`src/rtl/hdmi_scan_sequencer_if.sv`:
```
// Raster/handshake bundle between the HDMI scan sequencer and its consumers
// (TMDS encoder, playback scanline buffer) plus the start pulse from the PPU side.
interface hdmi_scan_sequencer_if;
    logic       start_sync;
    logic [9:0] hx;
    logic [9:0] hy;
    logic       hsync;
    logic       vsync;
    logic       de;
    logic       draw;
    logic [7:0] rd_idx;
    logic [7:0] rd_line;
    logic       load_line;
    logic       frame_start;
    logic       locked;
    logic       sync_err;

    modport master (
        input  start_sync,
        output hx, hy, hsync, vsync, de, draw, rd_idx, rd_line,
        output load_line, frame_start, locked, sync_err
    );

    modport slave (
        output start_sync,
        input  hx, hy, hsync, vsync, de, draw, rd_idx, rd_line,
        input  load_line, frame_start, locked, sync_err
    );
endinterface

```
`src/rtl/hdmi_scan_sequencer.sv`:
```
// HDMI raster sequencer for the upscaled NES picture: counters, syncs, upscale window and
// playback-buffer strobes. Define HDMI_SEQ_RESYNC_EN to restart the raster on a misaligned start_sync.
module hdmi_scan_sequencer #(
    parameter int unsigned ISCREEN_WIDTH  = 256,
    parameter int unsigned ISCREEN_HEIGHT = 240,
    parameter int unsigned OFRAME_WIDTH   = 858,
    parameter int unsigned OFRAME_HEIGHT  = 525,
    parameter int unsigned OSCREEN_WIDTH  = 720,
    parameter int unsigned OSCREEN_HEIGHT = 480,
    parameter int unsigned SUB_X          = 2,
    parameter int unsigned SUB_Y          = 2,
    parameter int unsigned HSYNC_START    = 736,
    parameter int unsigned HSYNC_END      = 798,
    parameter int unsigned VSYNC_START    = 489,
    parameter int unsigned VSYNC_END      = 495,
    parameter bit          SYNC_ACTIVE    = 1'b0,
    parameter int unsigned OSCREEN_SHIFT  = (OSCREEN_WIDTH - ISCREEN_WIDTH * SUB_X) >> 1
) (
    input logic                   clk_h,
    input logic                   rst_h,
    hdmi_scan_sequencer_if.master bus
);

    localparam int unsigned SxW = (SUB_X > 1) ? $clog2(SUB_X) : 1;
    localparam int unsigned SyW = (SUB_Y > 1) ? $clog2(SUB_Y) : 1;

    localparam logic [9:0]     HxLast    = 10'(OFRAME_WIDTH - 1);
    localparam logic [9:0]     HyLast    = 10'(OFRAME_HEIGHT - 1);
    localparam logic [9:0]     OscW      = 10'(OSCREEN_WIDTH);
    localparam logic [9:0]     OscH      = 10'(OSCREEN_HEIGHT);
    localparam logic [9:0]     WinX0     = 10'(OSCREEN_SHIFT);
    localparam logic [9:0]     WinX1     = 10'(OSCREEN_SHIFT + ISCREEN_WIDTH * SUB_X);
    localparam logic [9:0]     WinH      = 10'(ISCREEN_HEIGHT * SUB_Y);
    localparam logic [9:0]     HsStart   = 10'(HSYNC_START);
    localparam logic [9:0]     HsEnd     = 10'(HSYNC_END);
    localparam logic [9:0]     VsStart   = 10'(VSYNC_START);
    localparam logic [9:0]     VsEnd     = 10'(VSYNC_END);
    localparam logic [7:0]     RdLineMax = 8'(ISCREEN_HEIGHT - 1);
    localparam logic [SxW-1:0] SubXLast  = SxW'(SUB_X - 1);
    localparam logic [SyW-1:0] SubYLast  = SyW'(SUB_Y - 1);

    typedef enum logic {StWait, StRun} state_e;

    state_e         state_q, state_d;
    logic [9:0]     hx_q, hx_d, hy_q, hy_d;
    logic [SxW-1:0] sub_x_q, sub_x_d;
    logic [SyW-1:0] sub_y_q, sub_y_d;
    logic [7:0]     rd_idx_q, rd_idx_d, rd_line_q, rd_line_d;
    logic           hsync_q, hsync_d, vsync_q, vsync_d, de_q, de_d, draw_q, draw_d;
    logic           load_q, load_d, frame_q, frame_d, locked_q, locked_d, err_q, err_d;
    logic           restart, new_line, aligned, run_d;

    always_comb begin
        state_d  = state_q;
        hx_d     = hx_q;
        hy_d     = hy_q;
        err_d    = err_q;
        restart  = 1'b0;
        new_line = 1'b0;
        aligned  = ((hx_q == HxLast) && (hy_q == HyLast)) || ((hx_q == '0) && (hy_q == '0));

        unique case (state_q)
            StWait: begin
                hx_d = '0;
                hy_d = '0;
                if (bus.start_sync) begin
                    state_d = StRun;
                    restart = 1'b1;
                end
            end
            StRun: begin
                if (bus.start_sync && !aligned) begin
                    err_d = 1'b1;
`ifdef HDMI_SEQ_RESYNC_EN
                    restart = 1'b1;
`endif
                end
                if (restart) begin
                    hx_d = '0;
                    hy_d = '0;
                end else if (hx_q == HxLast) begin
                    hx_d     = '0;
                    new_line = 1'b1;
                    hy_d     = (hy_q == HyLast) ? '0 : hy_q + 10'd1;
                end else begin
                    hx_d = hx_q + 10'd1;
                end
            end
        endcase

        run_d    = (state_d == StRun);
        locked_d = run_d;
        frame_d  = restart || (new_line && (hy_q == HyLast));

        // Sub-line phase picks which replicated output line triggers the next buffer load.
        if (frame_d)       sub_y_d = '0;
        else if (new_line) sub_y_d = (sub_y_q == SubYLast) ? '0 : sub_y_q + SyW'(1);
        else               sub_y_d = sub_y_q;

        load_d = frame_d || (new_line && (sub_y_d == '0) && (hy_d < WinH));

        if (frame_d)                             rd_line_d = '0;
        else if (load_d && rd_line_q != RdLineMax) rd_line_d = rd_line_q + 8'd1;
        else                                     rd_line_d = rd_line_q;

        de_d   = run_d && (hx_d < OscW) && (hy_d < OscH);
        draw_d = run_d && (hx_d >= WinX0) && (hx_d < WinX1) && (hy_d < WinH);

        // Source index advances once every SUB_X output pixels, restarting at the window edge.
        if (!draw_d || (hx_d == WinX0)) begin
            sub_x_d  = '0;
            rd_idx_d = '0;
        end else if (sub_x_q == SubXLast) begin
            sub_x_d  = '0;
            rd_idx_d = rd_idx_q + 8'd1;
        end else begin
            sub_x_d  = sub_x_q + SxW'(1);
            rd_idx_d = rd_idx_q;
        end

        hsync_d = (run_d && (hx_d >= HsStart) && (hx_d < HsEnd)) ? SYNC_ACTIVE : ~SYNC_ACTIVE;
        vsync_d = (run_d && (hy_d >= VsStart) && (hy_d < VsEnd)) ? SYNC_ACTIVE : ~SYNC_ACTIVE;
    end

    always_ff @(posedge clk_h or posedge rst_h) begin
        if (rst_h) begin
            state_q   <= StWait;
            hx_q      <= '0;
            hy_q      <= '0;
            sub_x_q   <= '0;
            sub_y_q   <= '0;
            rd_idx_q  <= '0;
            rd_line_q <= '0;
            hsync_q   <= ~SYNC_ACTIVE;
            vsync_q   <= ~SYNC_ACTIVE;
            de_q      <= 1'b0;
            draw_q    <= 1'b0;
            load_q    <= 1'b0;
            frame_q   <= 1'b0;
            locked_q  <= 1'b0;
            err_q     <= 1'b0;
        end else begin
            state_q   <= state_d;
            hx_q      <= hx_d;
            hy_q      <= hy_d;
            sub_x_q   <= sub_x_d;
            sub_y_q   <= sub_y_d;
            rd_idx_q  <= rd_idx_d;
            rd_line_q <= rd_line_d;
            hsync_q   <= hsync_d;
            vsync_q   <= vsync_d;
            de_q      <= de_d;
            draw_q    <= draw_d;
            load_q    <= load_d;
            frame_q   <= frame_d;
            locked_q  <= locked_d;
            err_q     <= err_d;
        end
    end

    assign bus.hx          = hx_q;
    assign bus.hy          = hy_q;
    assign bus.hsync       = hsync_q;
    assign bus.vsync       = vsync_q;
    assign bus.de          = de_q;
    assign bus.draw        = draw_q;
    assign bus.rd_idx      = rd_idx_q;
    assign bus.rd_line     = rd_line_q;
    assign bus.load_line   = load_q;
    assign bus.frame_start = frame_q;
    assign bus.locked      = locked_q;
    assign bus.sync_err    = err_q;

endmodule

```
`src/flat_wrapper.sv`:
```
// flat-port wrapper written by rule: the top's interface ports become plain ports
module hdmi_scan_sequencer_flat 
#(
    parameter int unsigned ISCREEN_WIDTH  = 256,
    parameter int unsigned ISCREEN_HEIGHT = 240,
    parameter int unsigned OFRAME_WIDTH   = 858,
    parameter int unsigned OFRAME_HEIGHT  = 525,
    parameter int unsigned OSCREEN_WIDTH  = 720,
    parameter int unsigned OSCREEN_HEIGHT = 480,
    parameter int unsigned SUB_X          = 2,
    parameter int unsigned SUB_Y          = 2,
    parameter int unsigned HSYNC_START    = 736,
    parameter int unsigned HSYNC_END      = 798,
    parameter int unsigned VSYNC_START    = 489,
    parameter int unsigned VSYNC_END      = 495,
    parameter bit          SYNC_ACTIVE    = 1'b0,
    parameter int unsigned OSCREEN_SHIFT  = (OSCREEN_WIDTH - ISCREEN_WIDTH * SUB_X) >> 1
)
  (clk_h, rst_h, bus_start_sync, bus_hx, bus_hy, bus_hsync, bus_vsync, bus_de, bus_draw, bus_rd_idx, bus_rd_line, bus_load_line, bus_frame_start, bus_locked, bus_sync_err);
  hdmi_scan_sequencer_if bus_i ();
  input logic clk_h;
  input logic rst_h;
  input wire logic [$bits(bus_i.start_sync)-1:0] bus_start_sync;
  output wire logic [$bits(bus_i.hx)-1:0] bus_hx;
  output wire logic [$bits(bus_i.hy)-1:0] bus_hy;
  output wire logic [$bits(bus_i.hsync)-1:0] bus_hsync;
  output wire logic [$bits(bus_i.vsync)-1:0] bus_vsync;
  output wire logic [$bits(bus_i.de)-1:0] bus_de;
  output wire logic [$bits(bus_i.draw)-1:0] bus_draw;
  output wire logic [$bits(bus_i.rd_idx)-1:0] bus_rd_idx;
  output wire logic [$bits(bus_i.rd_line)-1:0] bus_rd_line;
  output wire logic [$bits(bus_i.load_line)-1:0] bus_load_line;
  output wire logic [$bits(bus_i.frame_start)-1:0] bus_frame_start;
  output wire logic [$bits(bus_i.locked)-1:0] bus_locked;
  output wire logic [$bits(bus_i.sync_err)-1:0] bus_sync_err;
  assign bus_i.start_sync = bus_start_sync;
  assign bus_hx = bus_i.hx;
  assign bus_hy = bus_i.hy;
  assign bus_hsync = bus_i.hsync;
  assign bus_vsync = bus_i.vsync;
  assign bus_de = bus_i.de;
  assign bus_draw = bus_i.draw;
  assign bus_rd_idx = bus_i.rd_idx;
  assign bus_rd_line = bus_i.rd_line;
  assign bus_load_line = bus_i.load_line;
  assign bus_frame_start = bus_i.frame_start;
  assign bus_locked = bus_i.locked;
  assign bus_sync_err = bus_i.sync_err;
  hdmi_scan_sequencer #(.ISCREEN_WIDTH(ISCREEN_WIDTH), .ISCREEN_HEIGHT(ISCREEN_HEIGHT), .OFRAME_WIDTH(OFRAME_WIDTH), .OFRAME_HEIGHT(OFRAME_HEIGHT), .OSCREEN_WIDTH(OSCREEN_WIDTH), .OSCREEN_HEIGHT(OSCREEN_HEIGHT), .SUB_X(SUB_X), .SUB_Y(SUB_Y), .HSYNC_START(HSYNC_START), .HSYNC_END(HSYNC_END), .VSYNC_START(VSYNC_START), .VSYNC_END(VSYNC_END), .SYNC_ACTIVE(SYNC_ACTIVE), .OSCREEN_SHIFT(OSCREEN_SHIFT)) u_core (.clk_h(clk_h), .rst_h(rst_h), .bus(bus_i));
endmodule
```
`config.mk`:
```
export PLATFORM = sky130hd
export DESIGN_NAME = hdmi_scan_sequencer_flat
export DESIGN_NICKNAME = d
export VERILOG_FILES = /design/src/rtl/hdmi_scan_sequencer_if.sv /design/src/rtl/hdmi_scan_sequencer.sv /design/src/flat_wrapper.sv
export SDC_FILE = /design/constraint.sdc
export NUM_CORES = 1
export LEC_CHECK = 0
export ABC_AREA = 1
export CAP_MARGIN = 10
export CORE_UTILIZATION = 45
export DETAILED_ROUTE_END_ITERATION = 6
export DONT_BUFFER_PORTS = 1
export SLEW_MARGIN = 5
export SYNTH_ARGS = -nofsm -noshare
export SYNTH_HDL_FRONTEND = slang
export SYNTH_SLANG_ARGS = --single-unit
```
`constraint.sdc`:
```
create_clock -name clk_h -period 1.8 [get_ports clk_h]
set_input_delay 0.27 -clock clk_h [delete_from_list [all_inputs] [get_ports clk_h]]
set_output_delay 0.27 -clock clk_h [all_outputs]
set_load 0.01 [all_outputs]
```
Word-level counts from Yosys, hierarchy flattened
Cells that the tools add are included.
{ "word_totals": {"register_bits": 46, "in_bits": 3, "output_inout_bits": 44, "word_cells": 82} }
{ "classes": {"addsub": 6, "magnitude_cmp": 8, "n_eq_ne": 4, "mux": 21, "bitwise": 2, "reduce_logical": 27} }
{ "op_table": {"columns": ["cell", "count"], "rows": [
  ["$pmux 10 s2", 2],
  ["$mux 8", 4],
  ["$lt 10x10->1 const B", 3],
  ["$mux 10", 3],
  ["$add 10x1->10 const B", 2],
  ["$eq 10x10->1 const B", 2],
  ["$logic_not 10->1", 2],
  ["$lt 10x9->1 const B", 2],
  ["$add 8x1->8 const B", 2],
  ["$logic_and 1x1->1", 16],
  ["$mux 1", 12],
  ["$eq 10x7->1 const B", 1],
  ["$ge 10x10->1 const B", 1],
  ["$ge 10x7->1 const B", 1],
  ["$ge 10x9->1 const B", 1],
  ["$ne 8x8->1 const B", 1],
  ["$logic_or 1x1->1", 4],
  ["$reduce_bool 2->1", 2],
  ["$add 1x1->1 const B", 2],
  ["$logic_not 1->1", 2],
  ["$not 1->1", 2],
  ["$reduce_and 2->1", 1]
]} }

Longest topological paths before layout
Gate-level depths: netlist of run 1.
{ "logic_depth": {"ltp_word": 13, "depth_mapped": 15, "depth_no_buf": 15} }

Worst setup path after synthesis of run 1
No wires, ideal clock.
{ "synth_path": {"path_type": "register to register", "startpoint": "register u_core.hx_q[0] (netlist: u_core.bus.hx[0])", "endpoint": "register u_core.sub_x_q", "setup_time_ns": 0.132, "t_arrival_ns": 1.851, "t_required_ns": 1.668, "path_slack_ns": -0.182, "path_stages_with_launch": 12, "n_path_buf": 0, "period_less_slack_ns": 1.982, "cell_sequence": "dfrtp_1 -> ha_1 -> nand2_1 -> nor2_2 -> nand3_4 -> nand2_4 -> nor2_1 -> or2_0 -> nor3_1 -> nand3_1 -> nand3_4 -> nor2_1"} }
{ "synth_via": {"elab_chain_len": 10, "elab_cells_between_ends": 16, "cone_classes": "1 x add/sub; 3 x order compare; 2 x eq/ne; 5 x mux; 5 x reduce/logical"} }
{ "synth_rtl": {"columns": ["element", "line_no", "source"], "rows": [
  ["start, declared", "hdmi_scan_sequencer.sv:45", "logic [9:0] hx_q, hx_d, hy_q, hy_d;"],
  ["start signal, assigned", "hdmi_scan_sequencer.sv:128", "hx_q <= '0;"],
  ["start signal, assigned", "hdmi_scan_sequencer.sv:144", "hx_q <= hx_d;"],
  ["$add 10x1->10 / $eq 10x10->1 (equally long branches)", "hdmi_scan_sequencer.sv:86, hdmi_scan_sequencer.sv:81", null],
  ["$mux 10 (*)", "hdmi_scan_sequencer.sv:81", "end else if (hx_q == HxLast) begin"],
  ["$pmux 10 s2 (*)", "hdmi_scan_sequencer.sv:62", "unique case (state_q)"],
  ["via u_core.hx_d[1]", "hdmi_scan_sequencer.sv:45", null],
  ["$ge 10x7->1", "hdmi_scan_sequencer.sv:107", "draw_d = run_d && (hx_d >= WinX0) && (hx_d < WinX1) && (hy_d < WinH);"],
  ["$logic_and 1x1->1 (3 in a row)", "hdmi_scan_sequencer.sv:107", null],
  ["$logic_not 1->1", "hdmi_scan_sequencer.sv:110", "if (!draw_d || (hx_d == WinX0)) begin"],
  ["$logic_or 1x1->1 (*)", "hdmi_scan_sequencer.sv:110", null],
  ["$mux 1 (*)", "hdmi_scan_sequencer.sv:110", null],
  ["via u_core.sub_x_d", "hdmi_scan_sequencer.sv:46", "logic [SxW-1:0] sub_x_q, sub_x_d;"],
  ["end signal, assigned", "hdmi_scan_sequencer.sv:146", "sub_x_q <= sub_x_d;"],
  ["end, declared", "hdmi_scan_sequencer.sv:46", null]
]} }
Mark *: on every way through the listed nets, which the timed path passes. The rest lies on a longest branch.
A chain may end at the register's enable or synchronous reset.

Worst setup path after layout of run 1
{ "layout_path": {"startpoint": "register u_core.hx_q[1] (netlist: u_core.bus.hx[1])", "endpoint": "register u_core.rd_idx_q[7] (netlist: u_core.bus.rd_idx[7])"} }
{ "layout_via": {"elab_chain_len": 10, "elab_cells_between_ends": 17, "cone_classes": "1 x add/sub; 3 x order compare; 2 x eq/ne; 5 x mux; 6 x reduce/logical"} }
{ "layout_rtl": {"columns": ["element", "line_no", "source"], "rows": [
  ["$add 10x1->10 / $eq 10x10->1 (equally long branches)", "hdmi_scan_sequencer.sv:86, hdmi_scan_sequencer.sv:81", null],
  ["$mux 10", "hdmi_scan_sequencer.sv:81", null],
  ["$pmux 10 s2", "hdmi_scan_sequencer.sv:62", null],
  ["$ge 10x7->1", "hdmi_scan_sequencer.sv:107", null],
  ["$logic_and 1x1->1 (3 in a row)", "hdmi_scan_sequencer.sv:107", null],
  ["$logic_not 1->1", "hdmi_scan_sequencer.sv:110", null],
  ["$logic_or 1x1->1 (*)", "hdmi_scan_sequencer.sv:110", null],
  ["$mux 8 / $reduce_bool 2->1 (equally long branches)", null, null],
  ["end signal, assigned", "hdmi_scan_sequencer.sv:148", "rd_idx_q <= rd_idx_d;"],
  ["end, declared", "hdmi_scan_sequencer.sv:48", "logic [7:0] rd_idx_q, rd_idx_d, rd_line_q, rd_line_d;"]
]} }
Mark *: on every way between the ends. The rest lies on a longest branch, timed or not.

==> results of run 1 <==
==> kinds of logic (layout without fill, tap and decap cells) <==
logic type,Yosys count,after routing,share of synthesized area (%)
AOI/OAI and AO/OA,19,19,4.68
xor gates and xnor gates,19,19,6.11
adders and majority gates,7,7,3.21
buffers and inverters,48,155,6.70
DFF,46,46,42.3
muxes,1,1,0.367
and+or+nand+nor,211,213,36.6
==> Yosys cell counts, types with 2 or more instances <==
cell type	count
dfrtp_1	44
inv_2	9
o21bai_1	4
o21ai_1	7
nand3_4	2
xnor2_1	4
nand2_1	83
dfstp_2	2
nor2_1	58
inv_1	36
xor2_1	15
nand3b_1	3
nand2_2	2
buf_2	2
ha_1	7
nor2_2	6
nand3_1	26
nand4_1	11
nand2_4	2
and3_1	2
nor3_1	6
==> repair_timing <==
action | 4_1_cts | 5_1_grt
setup buffers | 4 | 10
setup endpoints to repair | 24 | 26
pin swaps | 10 | 20
gates resized for setup | 17 | 42
gates cloned | 1 | 1
hold buffers | 1 | 0
hold endpoints to repair | 10 | 0
==> routing by layer <==
metal	track usage, %	up-vias	wire length, µm
li1	-	1345	-
met1	31.2	1301	3400
met2	42.3	52	3820
met3	3.89	6	264
met4	7.14	0	55
met5	0	-	0
==> cell type report <==
cell class	instances	area share, %
Timing Repair Buffer	102	20.2
Multi-Input combinational cell	259	41.3
Sequential cell	46	29.5
Tap cell	72	2.29
Clock inverter	3	0.605
Clock buffer	5	1.75
Inverter	45	4.36
==> where the power goes <==
| group | internal, µW | switching, µW |
|---|---|---|
| registers | 1150 | 127 |
| clock network | 278 | 384 |
| logic | 821 | 895 |
==> sequential cells by signal (all words and copies together) (netlist names), 8 cells and up <==
| name | cells |
|---|---|
| u_core.bus.rd_line | 8 |
| u_core.bus.rd_idx | 8 |
| u_core.bus.hy | 10 |
| u_core.bus.hx | 10 |
==> layout by cell type (no fill, tap or decap), types with 8 or more instances in the layout <==
cell / count
inv_1: 33
buf_4: 96
nor2_2: 15
nor2_4: 8
nand2_1: 68
nand3_1: 24
dfrtp_1: 40
nor2_1: 42
nand2_2: 15
nand4_1: 11
xor2_1: 14
inv_2: 11
==> metrics by stage <==
| stage | hold slack [ns] | setup TNS, ns | instances |
|---|---|---|---|
| detailed placement | 0.107 | -4.33 | 507 |
| floorplan | 0.387 | -0.718 | 351 |
| finish | 0.116 | -4.11 | 532 |
| global route | 0.111 | -7.52 | 532 |
| CTS | 0.108 | -4.25 | 521 |
| global placement | 0.107 | -3.87 | 507 |
==> critical path, delay by kind of cell, from the launching register on <==
kind	cells	cell delay (ns)
compound gates	1	0.07
fa+ha+maj	1	0.18
buf+inv	1	0.14
flops	1	0.42
simple gates	10	1.19
==> worst paths after layout <==
path                       slack, ns  cells after the start                               end                  startpoint
hold reg to reg                 0.52                      2          u_core.sub_y_q$_DFF_PP0_    u_core.sub_y_q$_DFF_PP0_
hold / removal                  0.12                      2   u_core.bus.sync_err$_DFFE_PP0P_              bus_start_sync
max in group asynchronous       0.88                      3        u_core.bus.hsync$_DFF_PP1_                       rst_h
setup reg to reg               -0.24                     13  u_core.bus.rd_idx[7]$_DFFE_PP0P_  u_core.bus.hx[1]$_DFF_PP0_
min in group asynchronous       0.36                      2  u_core.bus.rd_idx[1]$_DFFE_PP0P_                       rst_h
setup / recovery               -0.24                     13  u_core.bus.rd_idx[7]$_DFFE_PP0P_  u_core.bus.hx[1]$_DFF_PP0_
==> impl_metrics.yaml, run 1 <==
outcome:
  outcome: "complete, but fails checks"
  violations: "setup timing"
final_layout:
  syn2layout_area_growth_pct: 44.2
  diodes: 0
  final_core_util_pct: 69.2
  fillers: 469
  drive_gt1_share_pct: 41.5
  seqCellArea_um2: 1160
  nNetsFinal: 469
  fin_area_um2: 3930
  multi_input_comb_area_um2: 1620
timing:
  fin_crit_ns: 2.04
  max_freq_ghz: 0.491
  slew_viol_final: 0
  timing.final.crit_share_pct: 113
  max_slew_margin_pct: 72.9
  worst_pin_slew_ns: 0.404
  grt_setup_unrepaired: "yes"
  fin_skew_ns: 0.00584
  hold_viol: 0
  setup_viol: 24
  worst_slack_ns: -0.238
clock_tree:
  clockBufferDepth: 2
  clock-sinks: 46
  clkTransAtPathRegs_ns: 0.10
  ctsRootBufferMaster: "clkbuf_8"
  cts_tree: "built"
  tritoncts.num_buffers: 5
  clock_latency_ns: 0.30
  htree_num_levels: 2
critical_path:
  cp.required_ns: 2.04
  critical_path_class: "flip-flop to flip-flop"
  critPathArrivalTime_ns: 2.28
  crit_fanout: 5
  critPathMostFrequentCell: "nor2_2"
  max_stage_delay_ns: 0.42
  cp_cell_sequence: "buf_4 -> ha_2 -> nand2_2 -> nor2_4 -> nand2_2 -> nand4_1 -> nor2_2 -> o21ai_1 -> nand2_1 -> nor2_2 -> nor2_4 -> nand3_4 -> nor2_2"
  start_kind: "flip-flop"
  cpMaxStageDelayCell: "dfrtp_2"
  crit_path_end_kind: "flip-flop"
synthesis:
  syn_area_um2: 2730
  synth-seq-cells: 46
  ys_warn_count: 0
  ys_dominant_reg_cell: "dfrtp_1"
  syn_avg_cell_area_um2: 7.76
  synth_top_area_share_pct: 40.4
  synth_area_leaders: "dfrtp_1 (40%), nand2_1 (11%), nor2_1 (8.0%)"
  yosysSeqAreaShare_pct: 42.3
  netlist-cell-type-count: 41
  synthArstFlopShare_pct: 100
  synthCells: 351
  yosys.area.top_type: "dfrtp_1"
  synth_edf_count: 0
  synth_nets: 361
floorplan:
  die_w_um: 79.8
  start_util_pct: 48.0
  die_area_um2: 6370
  row_count: 27
  ioPinCount: 47
  core_area_um2: 5680
  die_h_um: 79.8
routing:
  drt_wl_total_mm: 7.54
  ant_nets: 0
  vias_per_cell: 5.08
  first_pass_iters: 4
  vias: 2704
  wl_per_cell_um: 14.2
  remaining_drc_errors: 0
  drt-initial-drc-count: 130
place:
  placedInstanceArea_um2: 3490
  pre_cts_ws_ns: -0.255
  dp_hpwl_mm: 5.38
  port-buffer-count: 0
  place.gp.congestion: 0.882
global_routing:
  grt_pass1_vias: 2662
  antenna_found_initial: 0
  grt-ovfl-total: 0
  grt_max_degree: 23
  grt_pass1_wl_mm: 12.1
  track_usage_pct: 24.4
min_path:
  hp-class: "input pin to flip-flop"
power_and_ir_drop:
  finalPower_uw: 3650
  power.density_nw_per_um2: 929
  p_leak_uw: 0.00189
  worst_ir_drop_vdd_mv: 0.849
flow_run:
  max_cap_viol_count: 0
No activity file was read; power rests on OpenSTA's default activity.
==> run 2: changes to the inputs <==
Settings changed: CAP_MARGIN 10 to default, SLEW_MARGIN 5 to 20.
==> results of run 2 <==
The final DEF is identical to that of run 1; final timing and power are the same.
==> run 3: changes to the inputs <==
Settings changed: TNS_END_PERCENT from default to 5.
Clock period 1.8 ns to 2.4 ns, I/O delays scaled along.
==> impl_metrics.yaml, run 3 (same netlist as run 1, synthesis figures left out) <==
floorplan:
  ioPinCount: 47
  start_util_pct: 48.0
  die_h_um: 79.8
  row_count: 27
  die_area_um2: 6370
  die_w_um: 79.8
  core_area_um2: 5680
final_layout:
  final_cell_mix: "nand2_1 (81), nor2_1 (53), dfrtp_1 (40), inv_1 (34), nand3_1 (26)"
  fillers: 534
  diodes: 0
  nNetsFinal: 385
  fin_cells: 448
  fin_area_um2: 3130
  layout_commonest_cell: "nand2_1"
  syn2layout_area_growth_pct: 14.8
  drive_gt1_share_pct: 18.6
routing:
  drt-initial-drc-count: 74
  wl_per_cell_um: 14.3
  vias_per_cell: 5.22
  first_pass_iters: 4
  remaining_drc_errors: 0
  vias: 2338
  drt_wl_total_mm: 6.42
  ant_nets: 0
global_routing:
  grt_pass1_vias: 2178
  grt-ovfl-total: 0
  grt_pass1_wl_mm: 10.4
  grt_max_degree: 23
  antenna_found_initial: 0
  track_usage_pct: 21.4
clock_tree:
  clock_latency_ns: 0.30
  clock-sinks: 46
  clockBufferDepth: 2
  htree_num_levels: 2
  tritoncts.num_buffers: 5
  clkTransAtPathRegs_ns: 0.09
  ctsRootBufferMaster: "clkbuf_8"
  cts_tree: "built"
timing:
  slew_viol_final: 0
  fin_crit_ns: 2.23
  worst_slack_ns: 0.167
  setup_viol: 0
  worst_pin_slew_ns: 0.336
  fin_skew_ns: 0.00698
  max_freq_ghz: 0.448
  hold_viol: 0
  max_slew_margin_pct: 77.5
  timing.final.crit_share_pct: 93.1
min_path:
  hp-class: "input pin to flip-flop"
power_and_ir_drop:
  power.density_nw_per_um2: 722
  p_leak_uw: 0.00145
  worst_ir_drop_vdd_mv: 0.614
  finalPower_uw: 2260
place:
  dp.cells: 428
  placedInstanceArea_um2: 2860
  dp_hpwl_mm: 4.78
  place.gp.congestion: 0.871
  pre_cts_ws_ns: 0.0414
  port-buffer-count: 0
critical_path:
  critPathArrivalTime_ns: 2.43
  cp.required_ns: 2.60
  start_kind: "flip-flop"
  crit_path_end_kind: "flip-flop"
  crit_fanout: 9
  critical_path_class: "flip-flop to flip-flop"
outcome:
  outcome: "finished clean"
flow_run:
  max_cap_viol_count: 0
## run 3: cell count changes in the layout (fill, tap and decap cells not counted), moves of 3 or more
cell / delta
nand2_4: -3
nand2_2: -11
nor2_1: +11
buf_4: -78
nor2_2: -7
buf_6: -4
o21ai_2: -3
nand2_1: +13
nor3_1: +3
nor2_4: -4
nor3_2: -3
## run 3: final timing paths
| check | slack, ns | startpoint | to | depth (start not counted) |
|---|---|---|---|---|
| max | 0.17 | u_core.bus.hx[1]$_DFF_PP0_ | u_core.bus.rd_idx[6]$_DFFE_PP0P_ | 15 |
| min | 0.19 | bus_start_sync | u_core.state_q$_DFF_PP0_ | 2 |
| max reg2reg | 0.17 | u_core.bus.hx[1]$_DFF_PP0_ | u_core.bus.rd_idx[6]$_DFFE_PP0P_ | 15 |
| min reg2reg | 0.55 | u_core.sub_y_q$_DFF_PP0_ | u_core.sub_y_q$_DFF_PP0_ | 2 |
| max in group asynchronous | 1.47 | rst_h | u_core.bus.vsync$_DFF_PP1_ | 3 |
| min in group asynchronous | 0.38 | rst_h | u_core.bus.rd_line[2]$_DFFE_PP0P_ | 2 |
## run 3: final cells by class
class | count | area, µm² | share of cell area (%)
timing repair buffer | 19 | 145 | 4.64
clock inverter | 3 | 48.8 | 1.56
multi-input combinational | 258 | 1450 | 46.3
tap | 72 | 90.1 | 2.88
inverter | 45 | 169 | 5.40
sequential | 46 | 1160 | 37.0
clock buffer | 5 | 68.8 | 2.20
## run 3: critical path: stages (launching register included)
cell	delay, ns
dfrtp_2	0.46
inv_2	0.08
ha_1	0.16
nand2_1	0.07
nor2_2	0.16
nand3_4	0.16
buf_4	0.18
buf_4	0.13
nand4_1	0.13
nor2_1	0.07
o21ai_1	0.07
nand2_1	0.06
nor2_1	0.16
nor2_4	0.07
nand3_4	0.11
nor2_1	0.06
## run 3: routing by layer
metal  up-vias  part of all wire [%]  track usage (%)
li1       1176                     -                -
met1      1101                    46             28.9
met2        56                    46             33.7
met3         5                   6.6             5.83
met4         0                  0.76             5.71
met5         -                     0                0
## run 3: timing repair
action                                  CTS  global route
hold buffers                              1             0
gates resized for setup                   0            17
endpoints found under the setup margin    0            18
setup buffers                             0            10
endpoints found under the hold margin     5             0
## run 3: per-stage QoR
| stage | util [%] | hold slack (ns) | setup TNS [ns] |
|---|---|---|---|
| after detailed placement | 50.4 | 0.137 | 0 |
| after global placement | 50.4 | 0.135 | 0 |
| final | 55.1 | 0.186 | 0 |
| after global routing | 55.1 | 0.183 | -0.0167 |
| after CTS | 52.7 | 0.175 | 0 |
| after floorplan | - | 0.477 | 0 |
## run 3: where the power goes
group          internal, µW  total (µW)  switching (µW)
sequential              856         994             139
combinational           233         664             431
clock                   317         600             282
